==> src/rtl/adaptive_sample_timer_pkg.sv <==
// Shared definitions for the adaptive sample timer and its neighbouring
// period-measurement stage: state encoding and default widths.
package adaptive_sample_timer_pkg;

    localparam int PERIOD_W_DEFAULT = 32;

    // The divisor never exceeds 255, so one extra bit holds the shifted partial remainder
    localparam int DIV_REM_W = 9;

    typedef enum logic [1:0] {
        ST_IDLE  = 2'd0,
        ST_DIV   = 2'd1,
        ST_APPLY = 2'd2
    } timer_state_e;

endpackage

==> src/rtl/adaptive_sample_timer_if.sv <==
// Bundle of the timer's measurement input, enable and strobe/status outputs.
interface adaptive_sample_timer_if
    import adaptive_sample_timer_pkg::*;
#(
    parameter int PERIOD_W = PERIOD_W_DEFAULT
);
    logic [PERIOD_W-1:0] period_in;
    logic                enable;
    logic                sample_strobe;
    logic [7:0]          sample_idx;
    logic [PERIOD_W-1:0] interval;
    logic                locked;
    logic                busy;
    logic                out_of_range;

    modport master (
        output period_in, enable,
        input  sample_strobe, sample_idx, interval, locked, busy, out_of_range
    );

    modport slave (
        input  period_in, enable,
        output sample_strobe, sample_idx, interval, locked, busy, out_of_range
    );
endinterface

==> src/rtl/adaptive_sample_timer_divider.sv <==
// Multi-cycle restoring divider by a constant: one quotient bit per cycle,
// MSB first, with a one-cycle done pulse once all WIDTH bits are produced.
module seq_const_divider
    import adaptive_sample_timer_pkg::*;
#(
    parameter int WIDTH   = PERIOD_W_DEFAULT,
    parameter int DIVISOR = 64
) (
    input  logic             clk,
    input  logic             reset,
    input  logic             start,
    input  logic [WIDTH-1:0] dividend,
    output logic             busy,
    output logic             done,
    output logic [WIDTH-1:0] quotient
);
    localparam int CNT_W = $clog2(WIDTH + 1);
    localparam logic [DIV_REM_W-1:0] DIVISOR_R = DIV_REM_W'(DIVISOR);

    logic [DIV_REM_W-1:0] rem_q, rem_d, trial;
    logic [WIDTH-1:0]     quo_q, quo_d;
    logic [CNT_W-1:0]     cnt_q, cnt_d;
    logic                 busy_q, busy_d;
    logic                 done_q, done_d;

    // The quotient register doubles as the dividend shift register
    always_comb begin
        rem_d  = rem_q;
        quo_d  = quo_q;
        cnt_d  = cnt_q;
        busy_d = busy_q;
        done_d = 1'b0;
        trial  = (rem_q << 1) | DIV_REM_W'(quo_q[WIDTH-1]);
        if (start && !busy_q) begin
            rem_d  = '0;
            quo_d  = dividend;
            cnt_d  = CNT_W'(WIDTH);
            busy_d = 1'b1;
        end else if (busy_q) begin
            if (trial >= DIVISOR_R) begin
                rem_d = trial - DIVISOR_R;
                quo_d = {quo_q[WIDTH-2:0], 1'b1};
            end else begin
                rem_d = trial;
                quo_d = {quo_q[WIDTH-2:0], 1'b0};
            end
            cnt_d = cnt_q - CNT_W'(1);
            if (cnt_q == CNT_W'(1)) begin
                busy_d = 1'b0;
                done_d = 1'b1;
            end
        end
    end

    always_ff @(posedge clk or negedge reset) begin
        if (!reset) begin
            rem_q  <= '0;
            quo_q  <= '0;
            cnt_q  <= '0;
            busy_q <= 1'b0;
            done_q <= 1'b0;
        end else begin
            rem_q  <= rem_d;
            quo_q  <= quo_d;
            cnt_q  <= cnt_d;
            busy_q <= busy_d;
            done_q <= done_d;
        end
    end

    assign busy     = busy_q;
    assign done     = done_q;
    assign quotient = quo_q;

endmodule

==> src/rtl/adaptive_sample_timer.sv <==
// Turns a measured signal period into a sample-strobe interval giving
// SAMPLES_PER_PERIOD strobes per period, plus a wrapping sample index.
module adaptive_sample_timer
    import adaptive_sample_timer_pkg::*;
#(
    parameter int PERIOD_W           = PERIOD_W_DEFAULT,
    parameter int SAMPLES_PER_PERIOD = 64,
    parameter int MIN_PERIOD         = 256,
    parameter int MAX_PERIOD         = 100000000,
    parameter int MIN_INTERVAL       = 2
) (
    input logic                    clk,
    input logic                    reset,
    adaptive_sample_timer_if.slave bus
);
    timer_state_e        state_q, state_d;
    logic [PERIOD_W-1:0] last_q, last_d;
    logic [PERIOD_W-1:0] interval_q, interval_d;
    logic [PERIOD_W-1:0] tick_q, tick_d;
    logic [7:0]          idx_q, idx_d;
    logic                locked_q, locked_d;
    logic                oor_q, oor_d;

    logic                div_start, div_busy, div_done;
    logic [PERIOD_W-1:0] div_quotient;
    logic                in_range, running, strobe;

    seq_const_divider #(
        .WIDTH   (PERIOD_W),
        .DIVISOR (SAMPLES_PER_PERIOD)
    ) u_div (
        .clk      (clk),
        .reset    (reset),
        .start    (div_start),
        .dividend (bus.period_in),
        .busy     (div_busy),
        .done     (div_done),
        .quotient (div_quotient)
    );

    assign in_range = (bus.period_in >= PERIOD_W'(MIN_PERIOD)) &&
                      (bus.period_in <= PERIOD_W'(MAX_PERIOD));

    // Period changes are only sampled in IDLE, so a burst of updates during a division collapses to the latest
    always_comb begin
        state_d    = state_q;
        last_d     = last_q;
        interval_d = interval_q;
        locked_d   = locked_q;
        oor_d      = 1'b0;
        div_start  = 1'b0;
        case (state_q)
            ST_IDLE: begin
                if (bus.period_in != last_q) begin
                    last_d = bus.period_in;
                    if (in_range && !div_busy) begin
                        div_start = 1'b1;
                        state_d   = ST_DIV;
                    end else begin
                        oor_d    = 1'b1;
                        locked_d = 1'b0;
                    end
                end
            end
            ST_DIV: begin
                if (div_done) state_d = ST_APPLY;
            end
            ST_APPLY: begin
                interval_d = (div_quotient < PERIOD_W'(MIN_INTERVAL)) ?
                             PERIOD_W'(MIN_INTERVAL) : div_quotient;
                locked_d   = 1'b1;
                state_d    = ST_IDLE;
            end
            default: state_d = ST_IDLE;
        endcase
    end

    // A reload reads the interval register before this edge's APPLY write lands
    always_comb begin
        running = bus.enable && locked_q;
        strobe  = running && (tick_q == '0);
        tick_d  = tick_q;
        idx_d   = idx_q;
        if (!running) begin
            tick_d = '0;
            idx_d  = '0;
        end else if (strobe) begin
            tick_d = interval_q - PERIOD_W'(1);
            idx_d  = (idx_q == 8'(SAMPLES_PER_PERIOD - 1)) ? 8'd0 : idx_q + 8'd1;
        end else begin
            tick_d = tick_q - PERIOD_W'(1);
        end
    end

    always_ff @(posedge clk or negedge reset) begin
        if (!reset) begin
            state_q    <= ST_IDLE;
            last_q     <= '0;
            interval_q <= '0;
            locked_q   <= 1'b0;
            oor_q      <= 1'b0;
            tick_q     <= '0;
            idx_q      <= '0;
        end else begin
            state_q    <= state_d;
            last_q     <= last_d;
            interval_q <= interval_d;
            locked_q   <= locked_d;
            oor_q      <= oor_d;
            tick_q     <= tick_d;
            idx_q      <= idx_d;
        end
    end

    assign bus.sample_strobe = strobe;
    assign bus.sample_idx    = idx_q;
    assign bus.interval      = interval_q;
    assign bus.locked        = locked_q;
    assign bus.busy          = (state_q != ST_IDLE);
    assign bus.out_of_range  = oor_q;

endmodule
==> src/flat_wrapper.sv <==
// flat-port wrapper written by rule: the top's interface ports become plain ports
module adaptive_sample_timer_flat import adaptive_sample_timer_pkg::*;
#(
    parameter int PERIOD_W           = PERIOD_W_DEFAULT,
    parameter int SAMPLES_PER_PERIOD = 64,
    parameter int MIN_PERIOD         = 256,
    parameter int MAX_PERIOD         = 100000000,
    parameter int MIN_INTERVAL       = 2
)
  (clk, reset, bus_period_in, bus_enable, bus_sample_strobe, bus_sample_idx, bus_interval, bus_locked, bus_busy, bus_out_of_range);
  adaptive_sample_timer_if #(.PERIOD_W(PERIOD_W)) bus_i ();
  input logic clk;
  input logic reset;
  input wire logic [$bits(bus_i.period_in)-1:0] bus_period_in;
  input wire logic [$bits(bus_i.enable)-1:0] bus_enable;
  output wire logic [$bits(bus_i.sample_strobe)-1:0] bus_sample_strobe;
  output wire logic [$bits(bus_i.sample_idx)-1:0] bus_sample_idx;
  output wire logic [$bits(bus_i.interval)-1:0] bus_interval;
  output wire logic [$bits(bus_i.locked)-1:0] bus_locked;
  output wire logic [$bits(bus_i.busy)-1:0] bus_busy;
  output wire logic [$bits(bus_i.out_of_range)-1:0] bus_out_of_range;
  assign bus_i.period_in = bus_period_in;
  assign bus_i.enable = bus_enable;
  assign bus_sample_strobe = bus_i.sample_strobe;
  assign bus_sample_idx = bus_i.sample_idx;
  assign bus_interval = bus_i.interval;
  assign bus_locked = bus_i.locked;
  assign bus_busy = bus_i.busy;
  assign bus_out_of_range = bus_i.out_of_range;
  adaptive_sample_timer #(.PERIOD_W(PERIOD_W), .SAMPLES_PER_PERIOD(SAMPLES_PER_PERIOD), .MIN_PERIOD(MIN_PERIOD), .MAX_PERIOD(MAX_PERIOD), .MIN_INTERVAL(MIN_INTERVAL)) u_core (.clk(clk), .reset(reset), .bus(bus_i));
endmodule
==> config.mk <==
export PLATFORM = sky130hd
export DESIGN_NAME = adaptive_sample_timer_flat
export DESIGN_NICKNAME = d
export VERILOG_FILES = /design/src/rtl/adaptive_sample_timer_pkg.sv /design/src/rtl/adaptive_sample_timer_if.sv /design/src/rtl/adaptive_sample_timer_divider.sv /design/src/rtl/adaptive_sample_timer.sv /design/src/flat_wrapper.sv
export SDC_FILE = /design/constraint.sdc
export NUM_CORES = 1
export LEC_CHECK = 0
export ABC_AREA = 1
export BUFFER_PORTS_ARGS = -buffer_cell sky130_fd_sc_hd__buf_4
export CAP_MARGIN = 20
export CORE_ASPECT_RATIO = 1.1
export CORE_MARGIN = 2
export CORE_UTILIZATION = 25
export DETAILED_ROUTE_END_ITERATION = 8
export PLACE_DENSITY = 0.45
export SETUP_SLACK_MARGIN = 0.2
export SYNTH_ARGS = -nofsm -noshare
export SYNTH_HDL_FRONTEND = slang
export SYNTH_SLANG_ARGS = --single-unit
==> constraint.sdc <==
create_clock -name clk -period 6 [get_ports clk]
set_input_delay 0.3 -clock clk [delete_from_list [all_inputs] [get_ports clk]]
set_output_delay 0.3 -clock clk [all_outputs]
set_load 0.01 [all_outputs]
==> results of run 1 <==
## routing by layer
layer  wire (um)  vias to the layer above  track usage, %
met4         507                        0            4.67
met1       12000                     3512            20.8
li1            -                     3727               -
met5           0                        -               0
met2       11600                      159            23.6
met3        1040                       29            2.84
## worst max-delay path: cells and delay by family, from the launching register on
| family | cells | cell delay (ns) |
|---|---|---|
| buffers and inverters | 3 | 0.82 |
| DFF | 1 | 0.42 |
| and+or+nand+nor | 15 | 1.90 |
## cells by family after synthesis
logic type               count (synthesis)  synth area share (%)
flip-flops                             156                  46.3
XOR/XNOR                                26                  2.70
buffers and inverters                  159                  7.69
AND/OR/NAND/NOR                        658                  33.3
multiplexers                            21                  2.81
adder cells (fa/ha/maj)                  5                 0.743
AO/OA/AOI/OAI                          100                  6.40
## timing repair
item,4_1_cts,5_1_grt
hold buffers,1,0
endpoints found under the hold margin,72,0
gates resized for setup,0,0
## cell usage in the layout (no fill, tap or decap), types with 2 or more instances in the layout
cell	count
sky130_fd_sc_hd__bufinv_16	2
sky130_fd_sc_hd__nor4_1	14
sky130_fd_sc_hd__nand3b_1	14
sky130_fd_sc_hd__nor2_1	124
sky130_fd_sc_hd__xor2_1	14
sky130_fd_sc_hd__o22ai_1	13
sky130_fd_sc_hd__nand2_2	5
sky130_fd_sc_hd__inv_8	2
sky130_fd_sc_hd__inv_1	119
sky130_fd_sc_hd__mux2_2	21
sky130_fd_sc_hd__a21oi_1	23
sky130_fd_sc_hd__dfrtp_1	156
sky130_fd_sc_hd__nor3_1	10
sky130_fd_sc_hd__xnor2_1	12
sky130_fd_sc_hd__o21ai_0	55
sky130_fd_sc_hd__o31ai_1	2
sky130_fd_sc_hd__nand2_1	363
sky130_fd_sc_hd__or2_2	8
sky130_fd_sc_hd__inv_2	3
sky130_fd_sc_hd__clkbuf_16	17
sky130_fd_sc_hd__nand3_1	86
sky130_fd_sc_hd__nor2_2	11
sky130_fd_sc_hd__clkbuf_8	2
sky130_fd_sc_hd__buf_4	86
sky130_fd_sc_hd__ha_1	5
sky130_fd_sc_hd__inv_6	4
sky130_fd_sc_hd__nand4_1	15
sky130_fd_sc_hd__clkinv_2	3
## final cells by class
type,instances,share of cell area [%]
Multi-Input combinational cell,810,38.5
Clock buffer,19,4.49
Clock inverter,13,1.55
Inverter,122,4.54
Tap cell,432,5.36
Sequential cell,156,38.7
Timing Repair Buffer,89,6.77
## metrics by stage
stage | hold WS [ns] | utilization, % | cells
floorplan | 0.00441 | - | 1125
global placement | 0.404 | 28.4 | 1607
detailed placement | 0.406 | 28.4 | 1607
CTS | 0.0749 | 30.3 | 1640
global route | 0.0848 | 30.4 | 1641
finish | 0.0947 | 30.4 | 1641
## flip-flops by register name, indices dropped and copies added (netlist names), 2 cells and up
register,cells
u_core.bus.interval,32
u_core.last_q,32
u_core.tick_q,32
u_core.u_div.quotient,32
u_core.bus.sample_idx,8
u_core.u_div.rem_q,8
u_core.u_div.cnt_q,6
u_core.state_q,2
## worst min path at each step
stage / to / slack (ns) / start / cells after the start
floorplan: u_core.bus.interval[0] / 0.004 / reset / 0
detailed placement: u_core.tick_q[28] / 0.41 / reset / 1
global route: u_core.last_q[28] / 0.08 / bus_period_in[28] / 3
finish: u_core.last_q[28] / 0.09 / bus_period_in[28] / 3
global placement: u_core.tick_q[28] / 0.40 / reset / 1
CTS: u_core.last_q[29] / 0.07 / bus_period_in[29] / 3
## power by group
group / internal [mW] / leakage [nW] / total [mW] / switching (mW)
Combinational: 0.323 / 3.03 / 0.872 / 0.550
Clock: 0.648 / 0.301 / 1.14 / 0.492
Sequential: 1.28 / 1.89 / 1.48 / 0.198
==> results.json, run 1 <==
{
  "nets_finish": 1236,
  "ant_nets": 0,
  "pin_count_of_the_biggest_net_entering_global_routing": 75,
  "floorplan.initialDensity_pct": 25.4,
  "worstSetupEndpoint": "u_core.tick_q[20]",
  "post_synth_num_cell_types": 40,
  "worst-endpoint-required_ns": 6.32,
  "fp.dieArea_um2": 35200,
  "timing.critical_path.cells": "nor2_1 -> nand2_1 -> nor2_1 -> nand2_1 -> nor2_4 -> buf_4 -> nand2_1 -> buf_8 -> nand2_1 -> nand2_1 -> nand2_1 -> inv_1 -> nand2_1 -> nor2_1 -> nand3_1 -> nand2_1 -> nand2_1 -> nor2_1",
  "clock_skew_ns": 0.0123,
  "dieHeight_um": 197,
  "worst_slack_ns": 2.73,
  "synth_largest_area_cell": "sky130_fd_sc_hd__dfrtp_1",
  "ys_dominant_reg_cell": "sky130_fd_sc_hd__dfrtp_1",
  "seq_area_frac_synth_pct": 46.3,
  "detail_route.first_pass.iterations": 5,
  "tritoncts_clock_tree": "built",
  "globalRouteOverflowTotal": 0,
  "unrepaired_setup_endpoints_after_global_routing": "no",
  "critical_path_arrival_ns": 3.59,
  "grt_pass1_vias": 7392,
  "final_hold_viol_count": 0,
  "power_leakage_nw": 5.22,
  "post_synth_edffs": 0,
  "route.vias.total": 7427,
  "final_design_area_no_fill_um2": 10100,
  "ctsRootBufferMaster": "sky130_fd_sc_hd__clkbuf_16",
  "synth.area.top_cells": "sky130_fd_sc_hd__dfrtp_1 46%, sky130_fd_sc_hd__nand2_1 16%, sky130_fd_sc_hd__nor2_1 5.6%, sky130_fd_sc_hd__inv_1 5.3%, sky130_fd_sc_hd__nand3_1 5.1%",
  "slowest_stage": "sky130_fd_sc_hd__nand2_1",
  "syn-cell-area_um2": 8430,
  "setup_viol_count_final": 0,
  "fillers": 3596,
  "global_route_wire_length_before_repair_um": 40900,
  "clk_pin_slew_worst_paths_ns": 0.07,
  "cts_sink_count": 156,
  "slew_of_the_pin_with_the_lowest_slew_margin_ns": 0.933,
  "port_buffers": 78,
  "num_io_pins": 79,
  "cts-root-to-sink-buffers": 2,
  "post_cts_buffers": 0,
  "rr_worst_depth": 18,
  "synthArstFlopShare_pct": 100,
  "ys_warn_count": 0,
  "insertion_delay_ns": 0.43,
  "dpl-instance-area_um2": 9440,
  "antenna-diode-count": 0,
  "timing.max_cap.violations": 0,
  "cts_inserted_buffers": 17,
  "detailedPlacementHpwl_um": 18700,
  "worst-setup-path-type": "flip-flop to flip-flop",
  "h-tree-depth": 4,
  "yosysMostFrequentCell": "sky130_fd_sc_hd__nand2_1",
  "setup.worst_path.end_class": "flip-flop",
  "number_of_antenna_violations_at_the_first_check_in_global_routing": 0,
  "total_power_mw": 3.49,
  "synth_top_cell_area_share_pct": 46.3,
  "final.period_utilization_pct": 54.6,
  "viasPerCell": 4.53,
  "post_synthesis_to_final_layout_area_growth_pct": 19.6,
  "crit_path_max_incr_delay_ns": 0.52,
  "slew_headroom_pct": 37.6,
  "hold_path_class": "input pin to flip-flop",
  "finalWeightedCongestion": 0.874,
  "timing.critical_path.mode_cell": "sky130_fd_sc_hd__nand2_1",
  "drv_slew": 0,
  "synth-seq-cells": 156,
  "syn-instance-count": 1125,
  "pwr_density_cell_nw_per_um2": 347,
  "status": "complete, no violations",
  "route.detailed.drc": 0,
  "core-area_um2": 33200,
  "global_route.usage.total_pct": 15.0,
  "post-place-ws_ns": 2.35,
  "detail_route.wirelength_um": 25100,
  "multiInputGateArea_um2": 3880,
  "crit_fanout": 48,
  "r2r-end": "u_core.tick_q[20]",
  "rows": 70,
  "finalCriticalPeriod_ns": 3.27,
  "register_area_um2": 3900,
  "dr.first_iter.drc_count": 391,
  "yosys-top-cells-count": "363 x sky130_fd_sc_hd__nand2_1, 156 x sky130_fd_sc_hd__dfrtp_1, 126 x sky130_fd_sc_hd__nor2_1",
  "worstSetupStartpointType": "flip-flop",
  "horizontal_die_dimension_um": 179,
  "timing.critical_path.from": "u_core.tick_q[30]",
  "drive_gt1_share_pct": 14.3,
  "finalSetupTns_ns": 0,
  "synth_nets": 1165,
  "max_freq_ghz": 0.306,
  "synthesis.area_per_instance_um2": 7.49,
  "vdd.ir_drop.worst_uv": 225,
  "regToRegSetupSlack_ns": 2.73,
  "regToRegStartpoint": "u_core.tick_q[30]",
  "wl_per_cell_um": 15.3
}
(Power assumes the default switching activity.)
==> run 2, diff against run 1 <==
--- a/config.mk
+++ b/config.mk
@@ -5,7 +5,7 @@
 export SDC_FILE = /design/constraint.sdc
 export NUM_CORES = 1
 export LEC_CHECK = 0
-export ABC_AREA = 1
+export ABC_AREA = 0
 export BUFFER_PORTS_ARGS = -buffer_cell sky130_fd_sc_hd__buf_4
 export CAP_MARGIN = 20
 export CORE_ASPECT_RATIO = 1.1
==> constraint.sdc (replaced) <==
create_clock -name clk -period 3.3 [get_ports clk]
set_input_delay 0.165 -clock clk [delete_from_list [all_inputs] [get_ports clk]]
set_output_delay 0.165 -clock clk [all_outputs]
set_load 0.01 [all_outputs]
==> run 2 against run 1 <==
  * Routed wire length down 2.3%
  * Maximum frequency up 9.9%
  * Critical path type unchanged
  * Critical path depth down 6
  * Clock skew down 0.0020 ns
  * Clock-buffer cell count up 4
  * Setup slack worse by 2.4 ns
  * First-iteration DRC count up 10%
  * Non-clock buffer count up 19
  * Global-route usage about the same
  * Sequential share of layout area up 0.59 points
  * Utilization up 1.2 points
  * Sequential cell count unchanged
==> results.json, run 2 <==
{
  "register_area_um2": 3910,
  "timing.critical_path.cells": "or4_4 -> nor4_4 -> nand3_4 -> clkinv_8 -> a21oi_1 -> ha_1 -> nand2b_1 -> nor2_1 -> o21ai_4 -> nor3_4 -> nand4_1 -> mux2_2",
  "detail_route.first_pass.iterations": 5,
  "synth.area.top_cells": "sky130_fd_sc_hd__dfrtp_1 49%, sky130_fd_sc_hd__nand2_1 6.7%, sky130_fd_sc_hd__mux2_2 4.8%, sky130_fd_sc_hd__xor2_1 4.0%, sky130_fd_sc_hd__a221o_1 3.1%",
  "post_synth_edffs": 0,
  "core-area_um2": 31500,
  "pwr_density_cell_nw_per_um2": 588,
  "worst-endpoint-required_ns": 3.61,
  "final_hold_viol_count": 0,
  "crit_path_max_incr_delay_ns": 0.57,
  "ys_dominant_reg_cell": "sky130_fd_sc_hd__dfrtp_1",
  "setup.worst_path.end_class": "flip-flop",
  "synthesis.area_per_instance_um2": 9.74,
  "route.vias.total": 6728,
  "finalCriticalPeriod_ns": 2.98,
  "dr.first_iter.drc_count": 430,
  "layoutNonFillerInstCount": 1350,
  "port_buffers": 78,
  "cts-root-to-sink-buffers": 2,
  "timing.hold.worst_endpoint": "u_core.u_div.quotient[5]",
  "route.detailed.drc": 0,
  "clock_skew_ns": 0.0103,
  "setup_viol_count_final": 0,
  "slew_headroom_pct": 58.9,
  "cts_inserted_buffers": 17,
  "regToRegSetupSlack_ns": 0.32,
  "detailedPlacementHpwl_um": 17700,
  "postLayoutCoreUtil_pct": 31.5,
  "post_synthesis_to_final_layout_area_growth_pct": 23.5,
  "critical_path_arrival_ns": 3.29,
  "rows": 68,
  "critical_path.top_delay_family": "simple AND/OR/NAND/NOR gates",
  "antenna-diode-count": 0,
  "num_io_pins": 79,
  "finalSetupTns_ns": 0,
  "slew_of_the_pin_with_the_lowest_slew_margin_ns": 0.616,
  "number_of_antenna_violations_at_the_first_check_in_global_routing": 0,
  "h-tree-depth": 4,
  "worstHoldPathCells": 2,
  "floorplan.initialDensity_pct": 25.5,
  "horizontal_die_dimension_um": 175,
  "clk_pin_slew_worst_paths_ns": 0.07,
  "total_power_mw": 5.84,
  "power_leakage_nw": 4.68,
  "global_route.usage.total_pct": 15.0,
  "ctsRootBufferMaster": "sky130_fd_sc_hd__clkbuf_16",
  "worst-setup-path-type": "flip-flop to flip-flop",
  "worstSetupStartpointType": "flip-flop",
  "insertion_delay_ns": 0.43,
  "vdd.ir_drop.worst_uv": 306,
  "layout.cells.most_common_list": "155 x sky130_fd_sc_hd__dfrtp_1, 144 x sky130_fd_sc_hd__nand2_1, 98 x sky130_fd_sc_hd__buf_4",
  "synth_nets": 865,
  "drive_gt1_share_pct": 20.6,
  "hp-start": "bus_period_in[5]",
  "drv_slew": 0,
  "synth_largest_area_cell": "sky130_fd_sc_hd__dfrtp_1",
  "final.period_utilization_pct": 90.3,
  "ant_nets": 0,
  "nets_finish": 957,
  "global_route_wire_length_before_repair_um": 39300,
  "path_buf_inv": 1,
  "unrepaired_setup_endpoints_after_global_routing": "no",
  "r2r-end": "u_core.tick_q[26]",
  "numPlacedInstances": 1307,
  "cts_sink_count": 156,
  "fp.dieArea_um2": 33600,
  "yosysMostFrequentCell": "sky130_fd_sc_hd__dfrtp_1",
  "syn-instance-count": 825,
  "ys_warn_count": 0,
  "tritoncts_clock_tree": "built",
  "finalWeightedCongestion": 0.836,
  "dieHeight_um": 192,
  "dpl-instance-area_um2": 9190,
  "syn-cell-area_um2": 8040,
  "status": "complete, no violations",
  "max_freq_ghz": 0.336,
  "seq_area_frac_synth_pct": 48.6,
  "multiInputGateArea_um2": 4000,
  "detail_route.wirelength_um": 24600,
  "post_synth_num_cell_types": 69,
  "wl_per_cell_um": 18.2,
  "final_common_cell": "sky130_fd_sc_hd__dfrtp_1",
  "synth_top_cell_area_share_pct": 48.6,
  "slowest_stage": "sky130_fd_sc_hd__or4_4",
  "final_design_area_no_fill_um2": 9930,
  "synth-seq-cells": 156,
  "fillers": 3329,
  "grt_pass1_vias": 6736,
  "hold_path_class": "input pin to flip-flop",
  "pin_count_of_the_biggest_net_entering_global_routing": 67,
  "yosys-top-cells-count": "156 x sky130_fd_sc_hd__dfrtp_1, 144 x sky130_fd_sc_hd__nand2_1, 61 x sky130_fd_sc_hd__nor2_1",
  "synthArstFlopShare_pct": 100,
  "timing.max_cap.violations": 0,
  "viasPerCell": 4.98,
  "regToRegStartpoint": "u_core.tick_q[9]",
  "globalRouteOverflowTotal": 0,
  "rr_worst_depth": 12,
  "crit_fanout": 10
}
[run 2: cell count changes after synthesis, sizes merged, moves of 21 or more]
cell	previous run	this run
nand2	368	144
inv	122	8
nand3	87	8
nor2	136	61
o21ai	56	25
and2	0	30
a221o	0	25
xor2	14	37
nor4	15	37
nor3	10	31
[run 2: routing by layer]
layer	part of all wire, %	track usage (%)
met1	47	20.5
met2	47	24.6
met3	4.0	2.93
met4	1.3	3.46
met5	0	0
[run 2: how the worst max path moves through the flow]
stage                     start                 to  slack [ns]  cells after the start
2_1_floorplan  u_core.tick_q[9]  u_core.tick_q[26]        0.20                     14
3_3_place_gp   u_core.tick_q[9]  u_core.tick_q[26]        0.24                     12
3_5_place_dp   u_core.tick_q[9]  u_core.tick_q[26]        0.21                     12
4_1_cts        u_core.tick_q[7]  u_core.tick_q[26]        0.21                     12
5_1_grt        u_core.tick_q[9]  u_core.tick_q[26]        0.21                     12
6_report       u_core.tick_q[9]  u_core.tick_q[26]        0.32                     12
[run 2: area by class of cell]
cell class                      instances  share of cell area, %
Sequential cell                       156                   39.3
Inverter                                9                  0.466
Clock inverter                          9                   1.37
Clock buffer                           23                   4.71
Multi-Input combinational cell        625                   40.3
Tap cell                              420                   5.29
Timing Repair Buffer                  108                   8.53
[run 2: cell families after synthesis]
logic type | after synthesis | share of synthesized area [%]
fa+ha+maj | 5 | 0.778
mux | 42 | 5.81
flops | 156 | 48.6
simple gates | 383 | 24.3
xor+xnor | 48 | 5.23
compound gates | 147 | 13.1
buf+inv | 44 | 2.21
[run 2: where the power goes]
part,leakage [nW],internal [mW],switching (mW)
sequential,1.99,2.26,0.394
combinational,2.40,0.582,0.559
clock,0.288,1.24,0.811
[run 2: repair_timing]
action,CTS,global route
pin swaps,1,3
hold buffers,7,1
endpoints found under the setup margin,1,10
gates resized for setup,1,4
setup buffers,0,3
gates cloned,0,0
endpoints found under the hold margin,68,1
[run 2: per-stage QoR]
stage / setup WS (ns) / hold slack (ns)
finish: 0.321 / 0.0147
CTS: 0.211 / 0.0000518
detailed placement: 0.212 / 0.211
global route: 0.206 / 0.00483
global placement: 0.241 / 0.213
floorplan: 0.204 / -0.131
==> run 3, diff against run 2 <==
--- a/config.mk
+++ b/config.mk
@@ -11,6 +11,7 @@
 export CORE_ASPECT_RATIO = 1.1
 export CORE_MARGIN = 2
 export CORE_UTILIZATION = 25
+export CTS_BUF_LIST = sky130_fd_sc_hd__clkbuf_16
 export DETAILED_ROUTE_END_ITERATION = 8
 export PLACE_DENSITY = 0.45
 export SETUP_SLACK_MARGIN = 0.2
==> run 3 against run 2 <==
  * Global-route usage hardly changed
  * Setup slack worse by 0.0011 ns
  * Design area fell by 0.10%
  * Clock power down 3%
  * Worst hold slack gained 0.0027 ns
  * Non-clock buffer count up 1
  * Clock skew is 0.00068 ns higher
  * Clock-buffer cell count shrank 6
  * Total power shrank 0.97%
  * Largest cell class unchanged
  * Largest power group unchanged
==> results.json, run 3 (synthesized netlist as in run 2, its figures left out) <==
{
  "power_leakage_nw": 4.69,
  "finalCriticalPeriod_ns": 2.98,
  "r2r-end": "u_core.tick_q[26]",
  "ctsRootBufferMaster": "sky130_fd_sc_hd__clkbuf_16",
  "cts_inserted_buffers": 17,
  "finalSetupTns_ns": 0,
  "drive_gt1_share_pct": 20.4,
  "post_synthesis_to_final_layout_area_growth_pct": 23.4,
  "final_design_area_no_fill_um2": 9920,
  "drv_slew": 0,
  "crit_fanout": 10,
  "power.share.clock_pct": 34.4,
  "critical_path_arrival_ns": 3.29,
  "regToRegStartpoint": "u_core.tick_q[9]",
  "multiInputGateArea_um2": 4000,
  "status": "complete, no violations",
  "core-area_um2": 31500,
  "worstSetupStartpointType": "flip-flop",
  "number_of_antenna_violations_at_the_first_check_in_global_routing": 0,
  "cts-root-to-sink-buffers": 2,
  "dr.first_iter.drc_count": 426,
  "viasPerCell": 4.96,
  "num_io_pins": 79,
  "floorplan.initialDensity_pct": 25.5,
  "clock_skew_ns": 0.0110,
  "global_route_wire_length_before_repair_um": 39300,
  "timing.critical_path.from": "u_core.tick_q[9]",
  "cts_sink_count": 156,
  "regToRegSetupSlack_ns": 0.32,
  "insertion_delay_ns": 0.43,
  "finalWeightedCongestion": 0.836,
  "grt_pass1_vias": 6729,
  "register_area_um2": 3910,
  "sequentialPowerShare_pct": 45.9,
  "wl_per_cell_um": 18.2,
  "swShare_pct": 30.5,
  "detail_route.wirelength_um": 24600,
  "antenna-diode-count": 0,
  "port_buffers": 78,
  "internal-power_mw": 4.02,
  "fp.dieArea_um2": 33600,
  "vdd.ir_drop.worst_uv": 307,
  "layout.cells.most_common_list": "155 x sky130_fd_sc_hd__dfrtp_1, 144 x sky130_fd_sc_hd__nand2_1, 98 x sky130_fd_sc_hd__buf_4",
  "unrepaired_setup_endpoints_after_global_routing": "no",
  "clk_pin_slew_worst_paths_ns": 0.07,
  "detail_route.first_pass.iterations": 4,
  "setup.worst_path.end_class": "flip-flop",
  "hold_path_class": "input pin to flip-flop",
  "max_freq_ghz": 0.336,
  "ant_nets": 0,
  "crit_path_max_incr_delay_ns": 0.57,
  "combinational_cell_fraction_of_total_power_pct": 19.8,
  "switchingPower_mw": 1.77,
  "h-tree-depth": 4,
  "final.period_utilization_pct": 90.3,
  "detailedPlacementHpwl_um": 17700,
  "slew_headroom_pct": 59.0,
  "setup_viol_count_final": 0,
  "nets_finish": 958,
  "globalRouteOverflowTotal": 0,
  "pin_count_of_the_biggest_net_entering_global_routing": 67,
  "dpl-instance-area_um2": 9190,
  "global_route.usage.total_pct": 15.0,
  "worst-setup-path-type": "flip-flop to flip-flop",
  "worstSetupEndpoint": "u_core.tick_q[26]",
  "fillers": 3327,
  "final_common_cell": "sky130_fd_sc_hd__dfrtp_1",
  "dieHeight_um": 192,
  "rr_worst_depth": 12,
  "timing.critical_path.cells": "or4_4 -> nor4_4 -> nand3_4 -> clkinv_8 -> a21oi_1 -> ha_1 -> nand2b_1 -> nor2_1 -> o21ai_4 -> nor3_4 -> nand4_1 -> mux2_2",
  "rows": 68,
  "route.detailed.drc": 0,
  "horizontal_die_dimension_um": 175,
  "pwr_density_cell_nw_per_um2": 583,
  "tritoncts_clock_tree": "built",
  "final_hold_viol_count": 0,
  "slowest_stage": "sky130_fd_sc_hd__or4_4",
  "timing.max_cap.violations": 0,
  "route.vias.total": 6695,
  "worst-endpoint-required_ns": 3.61,
  "slew_of_the_pin_with_the_lowest_slew_margin_ns": 0.615
}
-- run 3: cell count changes in the layout (fill, tap and decap cells not counted), sizes merged --
cell / change
clkbuf: -6
inv: +4
clkinv: +2
dlygate4sd3: +1
-- run 3: worst max-delay path: cells and delay by family, from the launching register on --
| family | cells | cell delay [ns] |
|---|---|---|
| compound gates | 2 | 0.17 |
| fa+ha+maj | 1 | 0.24 |
| buf+inv | 1 | 0.10 |
| flops | 1 | 0.45 |
| mux | 1 | 0.33 |
| simple gates | 7 | 1.56 |
-- run 3: layer usage --
metal	track usage, %	vias up	share of wire (%)
met5	0	-	0
met4	3.56	0	1.2
met1	20.4	3317	47
met3	2.93	28	3.9
met2	24.6	158	48
li1	-	3192	-
-- run 3: timing repair --
item | CTS | global route
hold buffers | 9 | 0
gates resized for setup | 1 | 4
pin swaps | 1 | 3
endpoints found under the hold margin | 70 | 0
setup endpoints to repair | 1 | 10
buffers inserted | 0 | 3
-- run 3: how the worst min path moves through the flow --
stage / startpoint / end / depth (start not counted)
after floorplan: reset / u_core.bus.interval[0] / 0
after global placement: reset / u_core.bus.sample_idx[2] / 1
after detailed placement: reset / u_core.bus.sample_idx[2] / 1
after CTS: bus_period_in[11] / u_core.u_div.quotient[11] / 2
after global routing: bus_period_in[6] / u_core.last_q[6] / 2
final: bus_period_in[11] / u_core.u_div.quotient[11] / 2
-- run 3: power by group through the flow --
stage | registers [mW] | clock network (mW) | logic [mW]
4_1_cts | 2.66 | 2.04 | 1.17
6_report | 2.65 | 1.99 | 1.14
5_1_grt | 2.71 | 2.12 | 1.30
2_1_floorplan | 2.52 | 0 | 0.865
3_5_place_dp | 2.69 | 0 | 1.15
3_3_place_gp | 2.69 | 0 | 1.13
-- run 3: cell type report --
class | instances | share of cell area, %
clock buffers | 17 | 4.29
clock inverters | 15 | 1.60
inverters | 9 | 0.467
multi-input cells | 625 | 40.3
flip-flops and latches | 156 | 39.4
well taps | 420 | 5.30
repair buffers | 109 | 8.64
-- run 3: metrics by stage --
stage               std cells  util (%)  setup slack, ns  hold WS, ns  power [mW]
global placement         1307      29.2            0.241        0.213        3.83
CTS                      1348      31.4            0.211      0.00219        5.87
detailed placement       1307      29.2            0.212        0.211        3.84
floorplan                 825         -            0.204       -0.131        3.39
finish                   1351      31.5            0.320       0.0174        5.79
global route             1351      31.5            0.206      0.00491        6.14
